## config.mk

```make
export PLATFORM = sky130hd
export DESIGN_NAME = ps2_host_tx
export DESIGN_NICKNAME = d
export VERILOG_FILES = /design/src/rtl/ps2_host_tx.sv
export SDC_FILE = /design/constraint.sdc
export NUM_CORES = 1
export LEC_CHECK = 0
export CAP_MARGIN = 40
export CORE_UTILIZATION = 58
export CTS_BUF_LIST = sky130_fd_sc_hd__clkbuf_4 sky130_fd_sc_hd__clkbuf_8 sky130_fd_sc_hd__clkbuf_16
export DETAILED_ROUTE_END_ITERATION = 8
export HOLD_SLACK_MARGIN = 0.1
export PLACE_DENSITY_LB_ADDON = 0.12
export SLEW_MARGIN = 20
export SYNTH_ARGS = -nofsm -noshare
export SYNTH_HDL_FRONTEND = slang
export SYNTH_SLANG_ARGS = --single-unit
```

## constraint.sdc

```tcl
create_clock -name clk_sys -period 2.8 [get_ports clk_sys]
set_input_delay 0.7 -clock clk_sys [delete_from_list [all_inputs] [get_ports clk_sys]]
set_output_delay 0.7 -clock clk_sys [all_outputs]
set_load 0.05 [all_outputs]
```

## src/rtl/ps2_host_tx.sv

```systemverilog
// Host-to-device PS/2 transmitter: inhibits the clock, requests to send, shifts
// start/data/parity/stop on device falling edges and samples the device ACK.
module ps2_host_tx #(
  parameter int INHIBIT_CYCLES = 2148,
  parameter int TIMEOUT_CYCLES = 322155,
  parameter int FILTER_LEN     = 8
) (
  input  logic       clk_sys,
  input  logic       reset,
  input  logic [7:0] tx_data,
  input  logic       tx_valid,
  output logic       tx_ready,
  output logic       tx_done,
  output logic       tx_ack,
  output logic       tx_error,
  input  logic       ps2_clk_i,
  input  logic       ps2_data_i,
  output logic       ps2_clk_o,
  output logic       ps2_data_o
);
  localparam int CNT_W = 19;
  localparam int FLT_W = $clog2(FILTER_LEN + 1);

  typedef enum logic [2:0] {IDLE, INHIBIT, RTS, SEND, ACK, WAIT_IDLE} state_t;

  logic             clk_p0, clk_p1, data_p0, data_p1;
  logic [FLT_W-1:0] clk_fcnt, data_fcnt;
  logic             clk_flt, data_flt, clk_flt_d;
  logic             fall;

  state_t           state, state_n;
  logic [CNT_W-1:0] cnt, cnt_n;
  logic [3:0]       idx, idx_n;
  logic [9:0]       frame, frame_n;
  logic             armed, armed_n;
  logic             clk_o_q, clk_o_n, data_o_q, data_o_n;
  logic             ack_q, ack_n, done_q, done_n, err_q, err_n;
  logic             timeout;

  // Synchronizer (p0/p1) followed by a stability filter on each line
  always_ff @(posedge clk_sys) begin
    if (reset) begin
      clk_p0    <= 1'b1;
      clk_p1    <= 1'b1;
      data_p0   <= 1'b1;
      data_p1   <= 1'b1;
      clk_flt   <= 1'b1;
      data_flt  <= 1'b1;
      clk_flt_d <= 1'b1;
      clk_fcnt  <= '0;
      data_fcnt <= '0;
    end else begin
      clk_p0    <= ps2_clk_i;
      clk_p1    <= clk_p0;
      data_p0   <= ps2_data_i;
      data_p1   <= data_p0;
      clk_flt_d <= clk_flt;
      if (clk_p1 == clk_flt) begin
        clk_fcnt <= '0;
      end else if (clk_fcnt == FLT_W'(FILTER_LEN - 1)) begin
        clk_flt  <= clk_p1;
        clk_fcnt <= '0;
      end else begin
        clk_fcnt <= clk_fcnt + FLT_W'(1);
      end
      if (data_p1 == data_flt) begin
        data_fcnt <= '0;
      end else if (data_fcnt == FLT_W'(FILTER_LEN - 1)) begin
        data_flt  <= data_p1;
        data_fcnt <= '0;
      end else begin
        data_fcnt <= data_fcnt + FLT_W'(1);
      end
    end
  end

  assign fall    = clk_flt_d & ~clk_flt;
  assign timeout = !fall && (cnt == CNT_W'(TIMEOUT_CYCLES - 1));

  // Control state register
  always_ff @(posedge clk_sys) begin
    if (reset) begin
      state    <= IDLE;
      cnt      <= '0;
      idx      <= '0;
      armed    <= 1'b0;
      clk_o_q  <= 1'b1;
      data_o_q <= 1'b1;
      ack_q    <= 1'b0;
      done_q   <= 1'b0;
      err_q    <= 1'b0;
    end else begin
      state    <= state_n;
      cnt      <= cnt_n;
      idx      <= idx_n;
      armed    <= armed_n;
      clk_o_q  <= clk_o_n;
      data_o_q <= data_o_n;
      ack_q    <= ack_n;
      done_q   <= done_n;
      err_q    <= err_n;
    end
  end

  always_ff @(posedge clk_sys) begin
    frame <= frame_n;
  end

  always_comb begin
    state_n  = state;
    cnt_n    = cnt;
    idx_n    = idx;
    frame_n  = frame;
    armed_n  = armed;
    clk_o_n  = clk_o_q;
    data_o_n = data_o_q;
    ack_n    = ack_q;
    done_n   = 1'b0;
    err_n    = 1'b0;
    case (state)
      IDLE: begin
        clk_o_n  = 1'b1;
        data_o_n = 1'b1;
        if (tx_valid) begin
          // Frame word shifted LSB first: data, odd parity, stop
          frame_n = {1'b1, ~^tx_data, tx_data};
          ack_n   = 1'b0;
          cnt_n   = '0;
          clk_o_n = 1'b0;
          state_n = INHIBIT;
        end
      end
      INHIBIT: begin
        if (cnt == CNT_W'(INHIBIT_CYCLES - 1)) begin
          data_o_n = 1'b0;
          state_n  = RTS;
        end else begin
          cnt_n = cnt + CNT_W'(1);
        end
      end
      RTS: begin
        clk_o_n = 1'b1;
        cnt_n   = '0;
        idx_n   = '0;
        armed_n = 1'b0;
        state_n = SEND;
      end
      SEND, ACK, WAIT_IDLE: begin
        cnt_n = fall ? '0 : cnt + CNT_W'(1);
        if (state == WAIT_IDLE && clk_flt && data_flt) begin
          done_n  = 1'b1;
          state_n = IDLE;
        end else if (timeout) begin
          clk_o_n  = 1'b1;
          data_o_n = 1'b1;
          err_n    = 1'b1;
          state_n  = IDLE;
        end else if (state == SEND) begin
          // Ignore edges until the released clock has been seen high
          armed_n = armed | clk_flt;
          if (fall && armed) begin
            data_o_n = frame[idx];
            idx_n    = idx + 4'd1;
            if (idx == 4'd9) state_n = ACK;
          end
        end else if (state == ACK && fall) begin
          ack_n   = ~data_flt;
          state_n = WAIT_IDLE;
        end
      end
      default: state_n = IDLE;
    endcase
  end

  assign tx_ready   = (state == IDLE);
  assign tx_done    = done_q;
  assign tx_ack     = ack_q;
  assign tx_error   = err_q;
  assign ps2_clk_o  = clk_o_q;
  assign ps2_data_o = data_o_q;

endmodule
```

Word level (Yosys, flattened, before mapping)

Index checks and enable logic that the tools add are counted.

Logic and storage cells: 128
Register bits after elaboration: 56
Input bits: 13
Output and inout bits: 6

Bitwise logic cells: 7
Reduce and logical (&&, ||, !) cells: 28
Muxes and demuxes: 42
Magnitude comparators: 1
Eq/ne operators: 27
Add/subtract/negate cells: 4

Operator list:

| operator                                                          | count |
|---|---|
| 19-bit case mux with 4 select lines                               | 1 |
| 19-bit two-way mux                                                | 3 |
| 3-bit two-way mux                                                 | 8 |
| 2-bit != test, second input constant                              | 10 |
| 19-bit by 1-bit adder with 19-bit output, second input constant   | 1 |
| 19-bit by 12-bit == test with 1-bit output, second input constant | 1 |
| 19-bit == test, second input constant                             | 1 |
| 1-bit two-way mux                                                 | 19 |
| 4-bit two-way mux                                                 | 4 |
| 5-bit != test, second input constant                              | 3 |
| 5-bit AND reduction                                               | 3 |
| 4-bit by 1-bit adder with 4-bit output, second input constant     | 3 |
| 3-bit case mux with 4 select lines                                | 1 |
| 3-bit OR reduction                                                | 4 |
| 4-bit by 3-bit == test with 1-bit output, second input constant   | 2 |
| 4-bit case mux with 2 select lines                                | 1 |
| 8-bit XNOR reduction                                              | 1 |
| 3-bit by 2-bit == test with 1-bit output, second input constant   | 2 |
| 3-bit == test, second input constant                              | 2 |
| 3-bit != test, second input constant                              | 2 |
| 1-bit case mux with 3 select lines                                | 2 |
| 2-bit AND reduction                                               | 3 |
| 3-bit AND reduction                                               | 2 |
| 6-bit AND reduction                                               | 1 |
| 17 further kinds                                                  | 29 |

Longest topological paths before layout

Gate-level depths: netlist of run 1.

Depth in word-level cells: 8
Gate-level depth with buffers: 8
Depth with buffers taken out: 8

Worst setup path before layout of run 1

Ideal clock, no wire load.

Kind: reg2out
Start: register state[1]
End: output port tx_ready
Setup slack: 586 ps
Path buffers: 2
Data required time: 2100 ps
Arrival: 1514 ps
Stages on the path, launching flop included: 5
Cells stage by stage: dfxtp_1 > clkbuf_1 > or2_2 > buf_2 > nor2_1

Longest elaborated chain between the ends: 1

Ends and longest elaborated chain:

| item                   | RTL line | text |
|---|---|---|
| from (decl)            | 31       | `state_t state, state_n;` |
| from (signal assigned) | 93       | `state <= state_n;` |
| 3-bit logical NOT      | 175      | `assign tx_ready = (state == IDLE);` |
| to (decl)              | 12       | `output logic tx_ready,` |

Every way passes these cells.

Worst setup path after layout of run 1

Start: register state[0]
End: output port tx_ready

Same word-level chain as after synthesis.

==> impl_metrics.py, run 1 <==
metrics = {
    "timing": {
        "slew_violations": 0,
        "fin_tns_setup_ns": 0,
        "hold_violations": 0,
        "fmax_mhz": 432,
        "finClkSkew_ns": 0.00980,
        "min_period_ns": 2.31,
        "rsz0062_at_grt": "false",
        "tightest_slew_ns": 0.668,
        "relSlewSlack_pct": 55.4,
        "finalSetupViolations": 0,
        "fin_crit_sh_pct": 82.7,
    },
    "global_route": {
        "overflow": 0,
        "antenna_found_initial": 0,
        "grt_pass1_vias": 2019,
        "grt_first_pass_wirelength_um": 9200,
        "grt_usage_pct": 23.4,
        "grt_max_degree": 23,
    },
    "drt": {
        "wl_met2_um": 2460,
        "drc": 1,
        "drtPass1Iterations": 7,
        "vias": 2188,
        "ant_nets": 0,
        "wl_met3_um": 342,
        "drt_iter0_markers": 178,
        "via_per_inst": 5.85,
        "top_layer_used": "met4",
        "wire_per_inst_um": 14.6,
        "wl_met1_um": 2590,
        "drt_wl_total_um": 5480,
    },
    "critical_path": {
        "required_ns": 2.10,
        "worstSetupStartpointType": "register",
        "slowest_stage": "dfxtp_1",
        "path_class": "reg2out",
        "endpoint_kind": "output pin",
        "cp.buffers_inverters": 1,
        "crit_arrival_ns": 1.61,
        "crit_family": "simple AND/OR/NAND/NOR gates",
        "cp_max_fo": 18,
        "crit_chain": "or2_2 -> nor2_1 -> buf_4",
        "slowest_delay_ns": 0.49,
    },
    "clocking": {
        "cts-root-buf": "clkbuf_8",
        "cts_tree": "yes",
        "clk_latency_ns": 0.31,
        "htree_levels": 2,
        "cts_buffers": 5,
        "ctsResizeCount": 0,
        "cts_sinks": 56,
        "post_cts_buffers": 0,
        "clkTransAtPathRegs_ns": 0.09,
        "ctsHoldBuffers": 0,
        "cts_max_path_buffers": 2,
    },
    "synth": {
        "syn-num-nets": 326,
        "async_flop_share_pct": 0,
        "ys_seq_area_share_pct": 43.5,
        "synth-main-ff-cell": "dfxtp_1",
        "yosysWarnings": 0,
        "ys_seq_elements": 56,
        "synth_area_per_cell_um2": 9.07,
        "synth_edf_count": 9,
        "synthDistinctLibCells": 52,
        "synth_cells": 307,
        "synth_area_um2": 2780,
    },
    "floorplanning": {
        "die_w_um": 71.3,
        "start_util_pct": 62.2,
        "row_count": 24,
        "fp.dieH_um": 71.3,
        "coreArea_um2": 4470,
        "dieArea_um2": 5080,
        "io_pins": 19,
    },
    "final_layout": {
        "antennaDiodeCount": 0,
        "fin_nets": 340,
        "syn_to_final_growth_pct": 10.2,
        "finish.utilization_pct": 68.5,
        "drive_above_1_share_pct": 8.39,
    },
    "place": {
        "dp_hpwl_um": 3960,
        "place.gp.congestion": 0.891,
        "port_buffers": 18,
    },
    "power": {
        "worst_ir_drop_vdd_v": 0.000414,
        "power_density_nw_per_um2": 504,
        "p_leak_nw": 1.01,
    },
    "hold_path": {
        "hold_path.class": "reg2reg",
    },
    "outcome": {
        "violations": "design-rule violations",
        "status": "finished, violations left",
    },
    "run": {
        "maxCapViolCount": 0,
    },
}
-- cells in the final DEF (no fill, tap or decap), types with 6 or more instances in the layout --
cell	Yosys	routed
nor3_1	19	19
nand3_1	13	13
dfxtp_1	47	47
nor4_1	7	7
xnor2_1	27	27
edfxtp_1	9	9
inv_1	8	8
nand2b_1	7	7
clkdlybuf4s50_1	0	17
ha_1	6	6
nor2_1	34	34
a21oi_1	20	20
nand4_1	8	8
o21ai_0	8	7
or2_2	6	6
nand2_1	18	18
-- registers in the layout (all words and copies together) (netlist names) --
signal / count
clk_flt_d: 1
data_p0: 1
tx_ack: 1
cnt: 19
ps2_data_o: 1
clk_p0: 1
frame: 9
data_p1: 1
state: 3
tx_error: 1
clk_p1: 1
clk_fcnt: 4
armed: 1
data_fcnt: 4
idx: 4
tx_done: 1
ps2_clk_o: 1
clk_flt: 1
data_flt: 1
-- cell type report --
| type | count | area (um2) |
|---|---|---|
| multi-input cells | 228 | 1460 |
| fillers | 365 | 1410 |
| flip-flops and latches | 56 | 1210 |
| repair buffers | 22 | 208 |
| clock buffers | 7 | 83.8 |
| well taps | 52 | 65.1 |
| inverters | 8 | 30.0 |
| clock inverters | 1 | 8.76 |
-- through the flow --
| step | instance area, um2 | total power [mW] | setup WS [ns] | hold slack, ns | std cells |
|---|---|---|---|---|---|
| floorplan | 2780 | 1.05 | 0.586 | 0.389 | 307 |
| global placement | 2970 | 1.11 | 0.431 | 0.394 | 366 |
| detailed placement | 2970 | 1.11 | 0.368 | 0.401 | 366 |
| CTS | 3070 | 1.55 | 0.503 | 0.423 | 374 |
| global route | 3070 | 1.61 | 0.234 | 0.434 | 374 |
| finish | 3070 | 1.54 | 0.486 | 0.419 | 374 |
-- synthesized netlist by cell type, types with 3 or more instances --
| library cell | number | area (um2) |
|---|---|---|
| dfxtp_1 | 47 | 941 |
| nor2_1 | 34 | 128 |
| xnor2_1 | 27 | 236 |
| a21oi_1 | 20 | 100 |
| nor3_1 | 19 | 95.1 |
| nand2_1 | 18 | 67.6 |
| nand3_1 | 13 | 65.1 |
| edfxtp_1 | 9 | 270 |
| inv_1 | 8 | 30.0 |
| nand4_1 | 8 | 50.1 |
| o21ai_0 | 8 | 40.0 |
| nand2b_1 | 7 | 43.8 |
| nor4_1 | 7 | 43.8 |
| buf_2 | 6 | 30.0 |
| ha_1 | 6 | 75.1 |
| or2_2 | 6 | 37.5 |
| clkbuf_1 | 5 | 18.8 |
| nand3b_1 | 4 | 30.0 |
| nor2b_1 | 4 | 25.0 |
| nor4b_1 | 4 | 35.0 |
| xor2_1 | 4 | 35.0 |
| buf_4 | 3 | 22.5 |
| mux2i_1 | 3 | 30.0 |
| o21bai_1 | 3 | 22.5 |
| or3_1 | 3 | 18.8 |
-- worst paths after layout --
check,startpoint,endpoint,slack [ns],cells after the start
max,state[0],tx_ready,0.49,3
min,clk_p0,clk_p1,0.42,1
max reg2reg,cnt[1],state[1],0.49,7
min reg2reg,clk_p0,clk_p1,0.42,1
-- power breakdown --
part	internal, mW	switching (mW)	leakage, nW
Sequential	0.851	0.0323	0.466
Combinational	0.0882	0.124	0.491
Clock	0.199	0.250	0.0493
Total	1.14	0.407	1.01
-- routing by layer --
layer / up-vias / global-route usage (%)
li1: 1118 / -
met4: 0 / 9.33
met1: 994 / 32.2
met3: 7 / 5.34
met5: - / 0
met2: 69 / 36.0
-- cells by family (layout without fill, tap and decap cells) --
logic type / count (synthesis) / count (layout) / synth area share [%]
AO/OA/AOI/OAI: 46 / 46 / 10.1
XOR/XNOR: 31 / 31 / 9.75
AND/OR/NAND/NOR: 141 / 141 / 28.0
adder cells (fa/ha/maj): 6 / 6 / 2.70
buffers and inverters: 23 / 38 / 4.05
multiplexers: 4 / 4 / 1.89
flip-flops: 56 / 56 / 43.5
No activity file was read; power rests on OpenSTA's default activity.
==> run 2, diff against run 1 <==
CORE_UTILIZATION = 53   (was 58)
clock period = 1.9 ns   (was 2.8 ns; I/O delays follow)
==> run 2 against run 1 <==
The flow now finishes without violations. Largest cell class unchanged. Global-route usage down 1.4 points. Wire length up 7.4%. Combinational power up 94%. Hold slack worse by 0.0031 ns.
==> impl_metrics.py, run 2 (synthesis results as in run 1) <==
metrics = {
    "outcome": {
        "status": "complete, no violations",
    },
    "critical_path": {
        "path_class": "reg2out",
        "crit_chain": "or2_2 -> nor2_4 -> buf_12",
        "crit_family": "simple AND/OR/NAND/NOR gates",
        "endpoint_kind": "output pin",
        "r2r_cells": 7,
        "crit_cells": 3,
        "cp.buffers_inverters": 1,
        "slowest_delay_ns": 0.41,
        "slowest_stage": "or2_2",
        "cp_max_fo": 8,
        "worstSetupStartpointType": "register",
        "crit_arrival_ns": 1.41,
        "required_ns": 1.42,
    },
    "floorplanning": {
        "dieArea_um2": 5550,
        "die_w_um": 74.5,
        "fp.dieH_um": 74.5,
        "coreArea_um2": 5070,
        "start_util_pct": 54.9,
        "io_pins": 19,
        "row_count": 26,
    },
    "power": {
        "p_sw_share_pct": 26.9,
        "p_seq_share_pct": 54.7,
        "total_power_mw": 2.35,
        "power_frac_comb_pct": 17.6,
        "p_leak_nw": 1.21,
        "p_int_mw": 1.72,
        "switching_power_uw": 634,
        "power_density_nw_per_um2": 679,
        "p_clk_share_pct": 27.8,
        "worst_ir_drop_vdd_v": 0.000426,
    },
    "final_layout": {
        "layout.cells.most_common": "dfxtp_1",
        "syn_to_final_growth_pct": 24.5,
        "finish.utilization_pct": 68.3,
        "most-common-layout-cells": "44 x dfxtp_1, 38 x buf_4, 33 x nor2_1",
        "largest_reg_flops": 19,
        "fin_nets": 371,
        "drive_above_1_share_pct": 24.1,
        "n_fill_cell": 416,
        "antennaDiodeCount": 0,
        "top_register": "cnt",
        "reg.largest.list": "cnt: 19 flops, frame: 9 flops",
    },
    "global_route": {
        "grt_max_degree": 23,
        "grt_first_pass_wirelength_um": 9370,
        "antenna_found_initial": 0,
        "grt_usage_pct": 22.0,
        "overflow": 0,
        "grt_pass1_vias": 2048,
    },
    "clocking": {
        "cts_tree": "yes",
        "cts-root-buf": "clkbuf_8",
        "cts_sinks": 56,
        "cts_max_path_buffers": 2,
        "clk_latency_ns": 0.30,
        "ctsHoldBuffers": 0,
        "clkTransAtPathRegs_ns": 0.10,
        "htree_levels": 2,
        "cts_buffers": 5,
    },
    "drt": {
        "drt_iter0_markers": 145,
        "drt_wl_total_um": 5880,
        "via_per_inst": 5.54,
        "drtPass1Iterations": 5,
        "vias": 2343,
        "drc": 0,
        "wire_per_inst_um": 13.9,
        "ant_nets": 0,
    },
    "place": {
        "dp_hpwl_um": 4260,
        "port_buffers": 18,
        "place.gp.congestion": 0.845,
    },
    "run": {
        "maxCapViolCount": 0,
    },
    "timing": {
        "rsz0062_at_grt": "true",
        "min_period_ns": 1.88,
        "finClkSkew_ns": 0.00730,
        "fin_crit_sh_pct": 99.1,
        "slew_violations": 0,
        "tightest_slew_ns": 0.398,
        "relSlewSlack_pct": 73.1,
        "fmax_mhz": 531,
        "hold_violations": 0,
        "finalSetupViolations": 0,
    },
    "hold_path": {
        "whs_path_depth": 1,
        "hold_path.class": "reg2reg",
    },
}
-- run 2: metrics by stage --
| stage | hold WS, ns | cell area (um2) | instances | worst slack, ns | setup TNS, ns |
|---|---|---|---|---|---|
| final | 0.416 | 3470 | 423 | 0.0163 | 0 |
| after floorplan | 0.389 | 2800 | 307 | 0.0841 | 0 |
| after CTS | 0.417 | 3360 | 422 | 0.000261 | 0 |
| after global routing | 0.437 | 3470 | 423 | -0.0743 | -0.524 |
| after global placement | 0.393 | 3260 | 414 | -0.199 | -2.27 |
| after detailed placement | 0.395 | 3260 | 414 | -0.249 | -2.61 |
-- run 2: power by group through the flow --
stage	Sequential [mW]	Combinational [mW]	Clock (mW)
2_1_floorplan	1.31	0.248	0
3_3_place_gp	1.31	0.394	0
3_5_place_dp	1.31	0.399	0
4_1_cts	1.29	0.405	0.665
5_1_grt	1.29	0.450	0.713
6_report	1.29	0.413	0.653
-- run 2: final cells by class --
cell class	count	area (um2)	share of cell area [%]
well taps	70	87.6	2.53
clock buffers	6	76.3	2.20
clock inverters	2	12.5	0.361
flip-flops and latches	56	1210	35.1
multi-input cells	228	1580	45.5
repair buffers	53	468	13.5
inverters	8	30.0	0.866
-- run 2: repair_timing --
item / 4_1_cts / 5_1_grt
setup buffers: 0 / 1
resized for setup: 3 / 21
setup endpoints to repair: 2 / 20
pin swaps: 1 / 6
-- run 2: worst paths after layout --
path	start	to	slack, ns
setup reg to reg	cnt[0]	state[1]	0.04
hold / removal	clk_p0	clk_p1	0.42
setup / recovery	state[0]	tx_ready	0.02
hold reg to reg	clk_p0	clk_p1	0.42
-- run 2: layer usage --
metal | vias up | global-route usage, % | part of all wire (%)
li1 | 1175 | - | -
met1 | 1110 | 29.2 | 46
met2 | 50 | 36.6 | 50
met3 | 8 | 3.93 | 3.5
met4 | 0 | 6.71 | 1.3
met5 | - | 0 | 0
-- run 2: worst register-to-register path, cell delays in order, from the launching register on --
cell and delay [ns]:
dfxtp_2 0.35, ha_2 0.18, nor4b_4 0.26, nand2_2 0.13, nor2_4 0.12, a21oi_1 0.07, or4_1 0.47, a311oi_1 0.20
